**src/rtl/controlador_playlist.sv**
```systemverilog
// controlador_playlist: playback FSM merging track selection, in-track addressing, skips and playlist modes
module controlador_playlist #(
    parameter int                N_MUSICAS   = 4,
    parameter int                ADDR_W      = 22,
    parameter int                DATA_W      = 8,
    parameter logic [DATA_W-1:0] FIM_WORD    = 8'h00,
    parameter int                SALTO_CURTO = 10,
    parameter int                SALTO_LONGO = 30,
    parameter int                LIMIAR_PREV = 3,
    localparam int               SEL_W       = $clog2(N_MUSICAS)
) (
    input  logic                    clk,
    input  logic                    reset,
    input  logic                    tick,
    input  logic                    play_pause,
    input  logic                    prox,
    input  logic                    prev,
    input  logic                    passa_10s,
    input  logic                    volta_10s,
    input  logic                    passa_30s,
    input  logic                    volta_30s,
    input  logic [1:0]              modo,
    input  logic [DATA_W-1:0]       dado,
    output logic [SEL_W-1:0]        select,
    output logic [ADDR_W-1:0]       endereco,
    output logic [SEL_W+ADDR_W-1:0] addr_rom,
    output logic                    tocando,
    output logic                    troca,
    output logic                    fim_playlist
);
    typedef enum logic [1:0] {PAUSA, TOCA, TROCA, FIM} estado_t;
    localparam logic [SEL_W-1:0] ULTIMA = SEL_W'(N_MUSICAS - 1);

    estado_t             estado, estado_n;
    logic [6:0]          btn, btn_q, borda;
    logic [SEL_W-1:0]    sel_n, sel_inc, sel_rnd, sel_prox, sel_eot, sel_prev, rnd;
    logic [ADDR_W-1:0]   end_n, sub_l, sub_c;
    logic [ADDR_W:0]     soma_l, soma_c;
    logic [15:0]         lfsr;
    logic                ret_q, ret_n, fim_q, run, eot, mudou, fim_eot, reinicia;

    assign btn      = {volta_30s, passa_30s, volta_10s, passa_10s, prev, prox, play_pause};
    assign borda    = btn & ~btn_q;
    assign rnd      = lfsr[SEL_W-1:0];
    assign sel_inc  = select + 1'b1;
    assign sel_rnd  = (rnd == select) ? rnd + 1'b1 : rnd;
    assign sel_prox = (modo == 2'b11) ? sel_rnd : sel_inc;
    assign sel_eot  = (modo == 2'b10) ? select : sel_prox;
    assign fim_eot  = (modo == 2'b00) && (select == ULTIMA);
    assign sel_prev = (select == '0 && !modo[0]) ? select : select - 1'b1;
    assign reinicia = endereco > ADDR_W'(LIMIAR_PREV);
    assign soma_l   = {1'b0, endereco} + (ADDR_W+1)'(SALTO_LONGO);
    assign soma_c   = {1'b0, endereco} + (ADDR_W+1)'(SALTO_CURTO);
    assign sub_l    = (endereco >= ADDR_W'(SALTO_LONGO)) ? endereco - ADDR_W'(SALTO_LONGO) : '0;
    assign sub_c    = (endereco >= ADDR_W'(SALTO_CURTO)) ? endereco - ADDR_W'(SALTO_CURTO) : '0;
    assign run      = (estado == TOCA) ^ borda[0];
    assign addr_rom = {select, endereco};
    assign fim_playlist = fim_q;

    // State register
    always_ff @(posedge clk or negedge reset) begin
        if (!reset) estado <= PAUSA;
        else        estado <= estado_n;
    end

    // Track, address, return flag, button history, shuffle LFSR and end-of-playlist pulse
    always_ff @(posedge clk or negedge reset) begin
        if (!reset) begin
            select   <= '0;
            endereco <= '0;
            ret_q    <= 1'b0;
            btn_q    <= '1;
            lfsr     <= 16'hACE1;
            fim_q    <= 1'b0;
        end else begin
            select   <= sel_n;
            endereco <= end_n;
            ret_q    <= ret_n;
            btn_q    <= btn;
            lfsr     <= {lfsr[14:0], lfsr[15] ^ lfsr[13] ^ lfsr[12] ^ lfsr[10]};
            fim_q    <= (estado_n == FIM) && (estado != FIM);
        end
    end

    // Next state and next track/address: one navigation action per cycle, play_pause in parallel
    always_comb begin
        estado_n = estado;
        sel_n    = select;
        end_n    = endereco;
        ret_n    = ret_q;
        eot      = 1'b0;
        mudou    = 1'b0;
        if (estado == FIM) begin
            if (borda[0]) begin
                estado_n = TOCA;
                sel_n    = '0;
                end_n    = '0;
            end
        end else if (estado == TROCA) begin
            estado_n = ret_q ? TOCA : PAUSA;
        end else begin
            estado_n = run ? TOCA : PAUSA;
            if (borda[1]) begin
                sel_n = sel_prox;
                mudou = 1'b1;
            end else if (borda[2]) begin
                if (reinicia || sel_prev == select) end_n = '0;
                else begin
                    sel_n = sel_prev;
                    mudou = 1'b1;
                end
            end else if (borda[5]) begin
                if (soma_l[ADDR_W]) eot = 1'b1;
                else end_n = soma_l[ADDR_W-1:0];
            end else if (borda[3]) begin
                if (soma_c[ADDR_W]) eot = 1'b1;
                else end_n = soma_c[ADDR_W-1:0];
            end else if (borda[6]) begin
                end_n = sub_l;
            end else if (borda[4]) begin
                end_n = sub_c;
            end else if (estado == TOCA && tick) begin
                if (dado == FIM_WORD || &endereco) eot = 1'b1;
                else end_n = endereco + 1'b1;
            end
            if (eot) begin
                if (fim_eot) estado_n = FIM;
                else begin
                    sel_n = sel_eot;
                    mudou = 1'b1;
                end
            end
            if (mudou) begin
                estado_n = TROCA;
                end_n    = '0;
                ret_n    = run;
            end
            if (estado_n == FIM) begin
                sel_n = ULTIMA;
                end_n = '0;
            end
        end
    end

    // Status outputs decoded from the registered state
    always_comb begin
        tocando = estado == TOCA;
        troca   = estado == TROCA;
    end
endmodule

```
**config.mk**
```make
export PLATFORM = sky130hd
export DESIGN_NAME = controlador_playlist
export DESIGN_NICKNAME = d
export VERILOG_FILES = /design/src/rtl/controlador_playlist.sv
export SDC_FILE = /design/constraint.sdc
export NUM_CORES = 1
export LEC_CHECK = 0
export BUFFER_PORTS_ARGS = -buffer_cell sky130_fd_sc_hd__buf_2
export CORE_UTILIZATION = 50
export DETAILED_ROUTE_END_ITERATION = 16
export GPL_TIMING_DRIVEN = 0
export PLACE_DENSITY = 0.8
export RECOVER_POWER = 25
export SLEW_MARGIN = 10
export SYNTH_ARGS = -nofsm -noshare
export SYNTH_HDL_FRONTEND = slang
export SYNTH_SLANG_ARGS = --single-unit
```
**constraint.sdc**
```tcl
create_clock -name clk -period 2.6 [get_ports clk]
set_clock_uncertainty 0.05 [all_clocks]
set_input_delay 0.13 -clock clk [delete_from_list [all_inputs] [get_ports clk]]
set_output_delay 0.13 -clock clk [all_outputs]
set_load 0.05 [all_outputs]
```
==> results of run 1 <==
stage by stage:
| step | setup slack, ns | instances |
|---|---|---|
| 2_1_floorplan | -0.1189 | 686 |
| 3_3_place_gp | -0.8873 | 889 |
| 3_5_place_dp | -0.8811 | 889 |
| 4_1_cts | -0.1687 | 968 |
| 5_1_grt | -0.2325 | 1005 |
| 6_report | -0.2319 | 1006 |
cell usage in the layout, fill, tap and decap left out, types with 20 or more instances in the layout:
cell     Yosys  routed
nand2_1     69      64
nor2_1      61      47
buf_2       12      65
buf_4       26     116
xnor2_1     20      20
a21oi_1     48      41
o21ai_0     45      36
nand3_1     26      22
metal layers:
layer  GRT usage, %  vias to the layer above
met5              0                        -
met4          32.29                        0
met3          12.43                      222
met2          65.46                      734
met1          57.36                     3284
li1               -                     2929
what timing repair did:
action / 4_1_cts / 5_1_grt
gates cloned: 2 / 1
hold buffers: 7 / 1
pin swaps: 32 / 39
gates resized for setup: 114 / 94
setup buffers: 68 / 37
endpoints found under the hold margin: 7 / 36
setup endpoints to repair: 28 / 26
critical path, delay by kind of cell, from the launching register on:
family | cells | cell delay [ns]
DFF | 1 | 0.46
buffers and inverters | 1 | 0.16
AOI/OAI and AO/OA | 4 | 0.70
and+or+nand+nor | 3 | 1.37
layout make-up:
cell class,instances,area [um^2]
Fill cell,741,2263
Sequential cell,51,1323
Clock buffer,5,68.82
Clock inverter,3,27.53
Antenna cell,1,2.502
Tap cell,133,166.4
Inverter,12,55.05
Timing Repair Buffer,185,1371
Buffer,72,533.0
Multi-Input combinational cell,544,4054
registers in the layout, summed over array words and instances, names as in the netlist:
name	cells
ret_q	1
fim_playlist	1
lfsr	16
endereco	22
select	2
btn_q	7
estado	2
kinds of logic (layout without fill, tap and decap cells):
group | after synthesis | count (layout)
flops | 51 | 51
xor+xnor | 34 | 34
other cells | 0 | 1
buf+inv | 91 | 277
compound gates | 208 | 208
simple gates | 296 | 296
fa+ha+maj | 6 | 6
power breakdown:
group | internal (W) | switching [W]
registers | 0.00101 | 0.000289
clock network | 0.000199 | 0.000348
logic | 0.00337 | 0.00517
how the worst max path moves through the flow:
stage          slack [ns]  cells after the start            to
6_report            -0.23                      8  endereco[17]
2_1_floorplan       -0.12                      9   endereco[9]
4_1_cts             -0.17                      8  endereco[17]
5_1_grt             -0.23                      8  endereco[17]
3_5_place_dp        -0.88                      8   endereco[9]
3_3_place_gp        -0.89                      8   endereco[9]
==> impl_metrics.toml, run 1 <==
[outcome]
status = "finished with violations"
violations = "negative setup slack"

[route]
drtIter0Drc = 939
drt-vias-per-instance = 7.126
wl_met2_mm = 10.48
num_vias = 7169
ant_nets = 0
topRoutingLayerUsed = "met4"
drc = 0
drt-met1-wl_mm = 8.651
drtPass1Iterations = 8
totalWireLength_mm = 25.24
wl_per_cell_um = 25.09
wl_met3_mm = 4.002

[final_layout]
synthToLayoutAreaGrowth_pct = 47.63
fin_util_pct = 77.05
final_cell_area_um2 = 7601
nNetsFinal = 897
drive_gt1_share_pct = 44.38

[synth]
synth_largest_area_cell = "dfrtp_1"
synth-seq-cells = 51
synth_top_family_by_area = "simple AND/OR/NAND/NOR gates"
synth_nets = 712
synth_ff_type = "dfrtp_1"
yosys-top-cells-area = "dfrtp_1, dfstp_2, nand2_1"
synth-xor-area-share_pct = 5.784
syn_inst = 686
yosys-mux-area-fraction_pct = 0
synth_area_per_cell_um2 = 7.505
synth-edff-count = 0
synth_compound_area_share_pct = 27.83
synth.most_common_cell = "nand2_1"
async_reset_ff_share_pct = 100.0
yosysSeqAreaShare_pct = 25.15
ys_warn_count = 0
syn_area_um2 = 5149
synth_top_area_share_pct = 17.50
yosys.area_share.simple_pct = 30.52
yosys-top-cells-count = "nand2_1, nor2_1, a21oi_1"
yosysUniqueCellTypes = 79
synthAdderAreaFrac_pct = 1.458

[setup_path]
crit_chain = "or4_4 > and4bb_4 > o211ai_4 > buf_6 > a32oi_2 > a21oi_1 > or3_1 > a32o_1"
startpoint = "endereco[15]"
endpoint_kind = "flop"
crit_slowest_cell = "or4_4"
worstPathRequired_ns = 2.81
cp_max_fo = 4
reg2reg_depth = 8
cp.arrival_ns = 3.04
reg2reg_from = "endereco[15]"
critPathMaxStageDelay_ns = 0.57
r2r_end = "endereco[17]"
reg2reg_slack_ns = -0.23
worstSetupPathType = "reg2reg"
critPathLaunchType = "flop"

[place]
hpwl_mm = 15.49
portBuffers = 70
gp_congestion = 1.050
dpl-instance-area_um2 = 5803

[clock_tree]
cts.path.max_buffers = 2
cts_tree = "done"
cts-buffers-inserted = 5
clock_latency_ns = 0.35
htreeDepth = 2
clkTransAtPathRegs_ns = 0.12
cts_sinks = 51
cts_root_buffer = "clkbuf_8"

[floorplan]
dieArea_um2 = 10710
rows = 36
fp.dieW_um = 103.5
fp.dieH_um = 103.5
initial_core_util_pct = 52.19
core_area_um2 = 9864
ios = 71

[pwr]
p_per_area_nw_per_um2 = 1367
peakVddDrop_mv = 1.105
p_total_w = 0.01039
p_leak_nw = 3.183

[hold_path]
hp-class = "in2reg"
hold_depth = 4
whs_endpoint = "select[0]"
hold_start = "modo[1]"

[sta]
slew_viol_final = 0
min_period_ns = 2.832
setup_viol = 23
timing.final.hold_violations = 0
hold_ws_ns = 0.2667
rsz0062_at_grt = "yes"
fin_ws_ns = -0.2319
setup_tns_ns = -2.558
tightest_slew_ns = 1.374
relSlewSlack_pct = 8.392
finalCritPeriodShare_pct = 108.9
timing.fmax_mhz = 353.1

[global_routing]
grt_pass1_vias = 6097
gr-total-overflow = 0
antenna_found_initial = 1
gr-usage-all-layers_pct = 45.05
grt_max_degree = 52
grt_pass1_wl_mm = 34.93

[run]
maxCapViolations = 0
No activity file was read; power rests on OpenSTA's default activity.
==> run 2: changes to the inputs <==
Settings changed: ABC_AREA set to 1, CORE_UTILIZATION 50 to 32, PLACE_DENSITY 0.8 to 0.57.
==> impl_metrics.toml, run 2 <==
[pwr]
clkPwrFrac_pct = 8.0
p_int_w = 0.003913
power.switching_w = 0.005597
p_leak_nw = 3.581
peakVddDrop_mv = 0.5594
p_per_area_nw_per_um2 = 1310
seqPwrFrac_pct = 13.0
combPwrFrac_pct = 79.0
switching_share_pct = 58.85

[synth]
syn_inst = 869
synth-xor-area-share_pct = 5.950
yosysUniqueCellTypes = 42
synth.most_common_cell = "nand2_1"
yosysSeqAreaShare_pct = 24.44
synth_top_area_share_pct = 17.00
synth_area_per_cell_um2 = 6.098
synth-seq-cells = 51
yosys.area_share.simple_pct = 40.71
ys_warn_count = 0
yosys-top-cells-area = "dfrtp_1, nand2_1, nand3_1"
yosys-top-cells-count = "nand2_1, nand3_1, nor2_1"
synth_ff_type = "dfrtp_1"
syn_area_um2 = 5299
async_reset_ff_share_pct = 100.0
synthAdderAreaFrac_pct = 1.417
synth_top_family_by_area = "simple AND/OR/NAND/NOR gates"
synth_largest_area_cell = "dfrtp_1"
synth_nets = 895
synth-edff-count = 0
synth_compound_area_share_pct = 13.29
yosys-mux-area-fraction_pct = 0.2125

[global_routing]
gr-usage-all-layers_pct = 23.82
antenna_found_initial = 0
gr-total-overflow = 0
grt_pass1_wl_mm = 30.35
grt_max_degree = 52
grt_pass1_vias = 5673

[setup_path]
critPathLaunchType = "flop"
endpoint_kind = "flop"
worstPathRequired_ns = 2.77
cp.arrival_ns = 2.77
cp_max_fo = 7
worstSetupPathType = "reg2reg"
reg2reg_slack_ns = 0.007

[floorplan]
ios = 71
core_area_um2 = 16000
rows = 46
fp.dieH_um = 130.7
fp.dieW_um = 130.7
initial_core_util_pct = 33.12
dieArea_um2 = 17080

[clock_tree]
cts_root_buffer = "clkbuf_16"
cts-buffers-inserted = 5
htreeDepth = 2
cts_sinks = 51
clock_latency_ns = 0.33
cts.path.max_buffers = 2
cts_tree = "done"
clkTransAtPathRegs_ns = 0.09

[place]
portBuffers = 70
hpwl_mm = 14.01
numPlacedInstances = 1155
gp_congestion = 0.9850

[sta]
slew_viol_final = 0
min_period_ns = 2.593
relSlewSlack_pct = 14.44
timing.fmax_mhz = 385.7
finalCritPeriodShare_pct = 99.72
rsz0062_at_grt = "yes"
setup_viol = 0
timing.final.hold_violations = 0
tightest_slew_ns = 1.283

[final_layout]
fin_util_pct = 45.36
layout_commonest_cell = "nand2_1"
largest_register_ff_count = 22
final_cell_mix = "nand2_1, nand3_1, inv_1, buf_4, nor2_1"
nNetsFinal = 1043
synthToLayoutAreaGrowth_pct = 36.95
final_cells = 1234
n_antenna_cell = 0
top_register = "endereco"
top_regs = "endereco x22, lfsr x16, btn_q x7"
drive_gt1_share_pct = 31.34

[run]
maxCapViolations = 0

[route]
ant_nets = 0
drc = 0
drtPass1Iterations = 5
wl_per_cell_um = 16.57
num_vias = 6475
totalWireLength_mm = 20.44
drt-vias-per-instance = 5.247
drtIter0Drc = 825

[outcome]
status = "finished, final reports clean"

[hold_path]
hp-class = "in2reg"
run 2: cell count changes after synthesis, sizes merged, moves of 10 or more:
cell    previous run  this run
nand2             69       224
inv               12        96
nand3             26       105
nor2              61       111
clkbuf            34        12
xor2              14        34
xnor2             20         2
nor2b             14         0
nor4              16         2
or3               14         0
o22ai             13         1
or4               11         0
o221ai            10         0
run 2: cell type report:
cell class | instances | area, um^2
inverters | 98 | 379.1
multi-input cells | 660 | 3712
well taps | 216 | 270.3
repair buffers | 142 | 957.2
fillers | 1702 | 8743
plain buffers | 59 | 475.5
clock buffers | 5 | 125.1
flip-flops and latches | 51 | 1306
clock inverters | 3 | 31.28
run 2: path summary, 6_finish.rpt:
check,depth (start not counted),start,to
max reg2reg,16,endereco[6],endereco[19]
max,16,endereco[6],endereco[19]
min,5,modo[1],select[0]
min reg2reg,0,lfsr[3],lfsr[4]
max in group asynchronous,2,reset,endereco[2]
min in group asynchronous,2,reset,endereco[13]
run 2: through the flow:
step	total power [W]	setup WS [ns]	TNS [ns]	cell area (um^2)	hold slack, ns
after floorplan	0.005888	0.03625	0	5304	-0.2156
after global placement	0.007319	-0.5397	-9.245	5924	0.1956
after detailed placement	0.007318	-0.5575	-9.413	5924	0.1974
after CTS	0.008563	0.003021	0	6516	0.05571
after global routing	0.01013	-0.07998	-0.9132	7257	0.3108
final	0.009510	0.007339	0	7257	0.2637
run 2: power by group through the flow:
stage	logic [W]	registers, W	clock network [W]
CTS	0.00655	0.00122	0.000800
finish	0.00751	0.00124	0.000764
global placement	0.00608	0.00124	0
detailed placement	0.00606	0.00125	0
floorplan	0.00412	0.00176	0
global route	0.00806	0.00127	0.000810
run 2: what timing repair did:
item	4_1_cts	5_1_grt
endpoints found under the hold margin	7	36
gates resized for setup	64	114
hold buffers	7	1
endpoints found under the setup margin	22	22
setup buffers	23	40
pin swaps	10	25
gates cloned	0	1
run 2: logic make-up after synthesis:
logic type      count (synthesis)
fa+ha+maj                       6
compound gates                129
flops                          51
simple gates                  488
xor+xnor                       36
buf+inv                       158
mux                             1
run 2: worst max-delay path, stage by stage (launching register included):
cell	delay, ns
dfrtp_1	0.40
buf_6	0.14
buf_12	0.13
nor2_4	0.12
nand2_2	0.08
nor2_2	0.13
nand2_2	0.12
nor2_4	0.17
nand2_2	0.11
nand3_4	0.12
nor2_4	0.06
buf_12	0.12
a21oi_4	0.24
clkinv_4	0.19
clkbuf_16	0.21
nand2_2	0.05
nand2_1	0.05
run 2: metal layers:
| layer | share of wire, % | up-vias | global-route usage [%] | routed length (um) |
|---|---|---|---|---|
| met5 | 0 | - | 0 | 0 |
| met4 | 3.6 | 0 | 11.36 | 744 |
| met1 | 44 | 2993 | 31.87 | 8910 |
| met3 | 8.7 | 55 | 3.420 | 1786 |
| met2 | 44 | 325 | 37.69 | 9002 |
| li1 | - | 3102 | - | - |
==> run 3: changes to the inputs <==
Settings changed: ABC_AREA 1 to 0.
==> impl_metrics.toml, run 3 (same netlist as run 1, synthesis figures left out) <==
[outcome]
status = "finished with violations"
violations = "negative setup slack"

[final_layout]
nNetsFinal = 851
fin_util_pct = 45.04
fillers = 1587
top_regs = "endereco x22, lfsr x16, btn_q x7"
drive_gt1_share_pct = 38.26
synthToLayoutAreaGrowth_pct = 37.96
top_register = "endereco"
layout_commonest_cell = "buf_4"
final_cell_mix = "buf_4, nand2_1, buf_2, nor2_1"
largest_register_ff_count = 22
n_antenna_cell = 0

[setup_path]
cp.arrival_ns = 3.00
cp_max_fo = 10
reg2reg_slack_ns = -0.25
critPathLaunchType = "flop"
reg2reg_from = "endereco[14]"
worstPathRequired_ns = 2.76
worstSetupPathType = "reg2reg"
r2r_end = "endereco[17]"
reg2reg_depth = 7
endpoint_kind = "flop"

[global_routing]
grt_pass1_vias = 5913
gr-total-overflow = 0
gr-usage-all-layers_pct = 27.14
antenna_found_initial = 0
grt_max_degree = 52
grt_pass1_wl_mm = 33.98

[place]
gp_congestion = 0.9807
place_ws_ns = -0.8961
hpwl_mm = 14.93
portBuffers = 70

[pwr]
p_per_area_nw_per_um2 = 1340
combPwrFrac_pct = 78.6
power.switching_w = 0.005354
p_leak_nw = 2.867
p_total_w = 0.009515
switching_share_pct = 56.27
seqPwrFrac_pct = 13.7
peakVddDrop_mv = 0.8903
p_int_w = 0.004161
clkPwrFrac_pct = 7.8

[sta]
fin_ws_ns = -0.2460
setup_tns_ns = -2.179
hold_ws_ns = 0.2592
finalCritPeriodShare_pct = 109.5
timing.fmax_mhz = 351.4
tightest_slew_ns = 1.307
rsz0062_at_grt = "yes"
setup_viol = 21
min_period_ns = 2.846
timing.final.hold_violations = 0
relSlewSlack_pct = 12.86
slew_viol_final = 0

[floorplan]
ios = 71
fp.dieW_um = 128.8
core_area_um2 = 15770
fp.dieH_um = 128.8
dieArea_um2 = 16600
rows = 46
initial_core_util_pct = 32.65

[route]
drc = 0
drt-vias-per-instance = 6.252
totalWireLength_mm = 22.72
drtIter0Drc = 954
wl_per_cell_um = 21.80
num_vias = 6515
drtPass1Iterations = 7
ant_nets = 0

[clock_tree]
cts-buffers-inserted = 5
cts.path.max_buffers = 2
cts_sinks = 51
clock_latency_ns = 0.32
clkTransAtPathRegs_ns = 0.08
cts_root_buffer = "clkbuf_16"
cts_tree = "done"
htreeDepth = 2

[hold_path]
whs_endpoint = "select[0]"
hold_start = "modo[1]"
hp-class = "in2reg"
hold_depth = 4

[run]
maxCapViolations = 0
[run 3: critical path, cell delays in order (launching register included)]
cell      delay, ns
dfrtp_2        0.45
or4_4          0.57
and4bb_4       0.46
o211ai_4       0.14
nand2_2        0.32
nor4_1         0.08
or3_1          0.38
a32o_2         0.28
[run 3: power by group through the flow]
stage | clock network (W) | logic (W) | registers [W]
floorplan | 0 | 0.00398 | 0.00177
global placement | 0 | 0.00592 | 0.00130
detailed placement | 0 | 0.00589 | 0.00131
CTS | 0.000764 | 0.00682 | 0.00129
global route | 0.000788 | 0.00781 | 0.00133
finish | 0.000740 | 0.00747 | 0.00130
[run 3: metrics by stage]
step,std cells,cell area (um^2)
floorplan,686,5286
global placement,972,5907
detailed placement,972,5907
CTS,1031,6847
global route,1042,7103
finish,1042,7103
[run 3: layout make-up]
class,count,area (um^2),area share (%)
tap,216,270.3,3.805
inverter,12,47.55,0.6694
clock buffer,5,125.1,1.761
timing repair buffer,139,925.9,13.04
buffer,72,521.8,7.345
sequential,51,1323,18.62
clock inverter,3,27.53,0.3875
multi-input combinational,544,3862,54.38
[run 3: worst max path at each step]
| stage | from | endpoint | slack [ns] | cells after the start |
|---|---|---|---|---|
| final | endereco[14] | endereco[17] | -0.25 | 7 |
| after CTS | endereco[14] | endereco[17] | -0.19 | 8 |
| after global routing | endereco[14] | endereco[17] | -0.28 | 7 |
| after detailed placement | btn_q[6] | endereco[9] | -0.90 | 8 |
| after global placement | btn_q[6] | endereco[9] | -0.93 | 8 |
| after floorplan | endereco[13] | endereco[9] | -0.12 | 9 |
[run 3: repair_timing]
| item | 4_1_cts | 5_1_grt |
|---|---|---|
| gates cloned | 1 | 0 |
| endpoints found under the hold margin | 7 | 36 |
| endpoints found under the setup margin | 28 | 25 |
| gates resized for setup | 95 | 42 |
| pin swaps | 27 | 23 |
| hold buffers | 7 | 1 |
| buffers inserted | 50 | 10 |
[run 3: layer usage]
| metal | part of all wire, % | routed length (um) | track usage [%] |
|---|---|---|---|
| met5 | 0 | 0 | 0 |
| met1 | 39 | 8935 | 36.01 |
| met3 | 13 | 2857 | 6.611 |
| met4 | 5.5 | 1256 | 15.22 |
| met2 | 43 | 9670 | 40.25 |
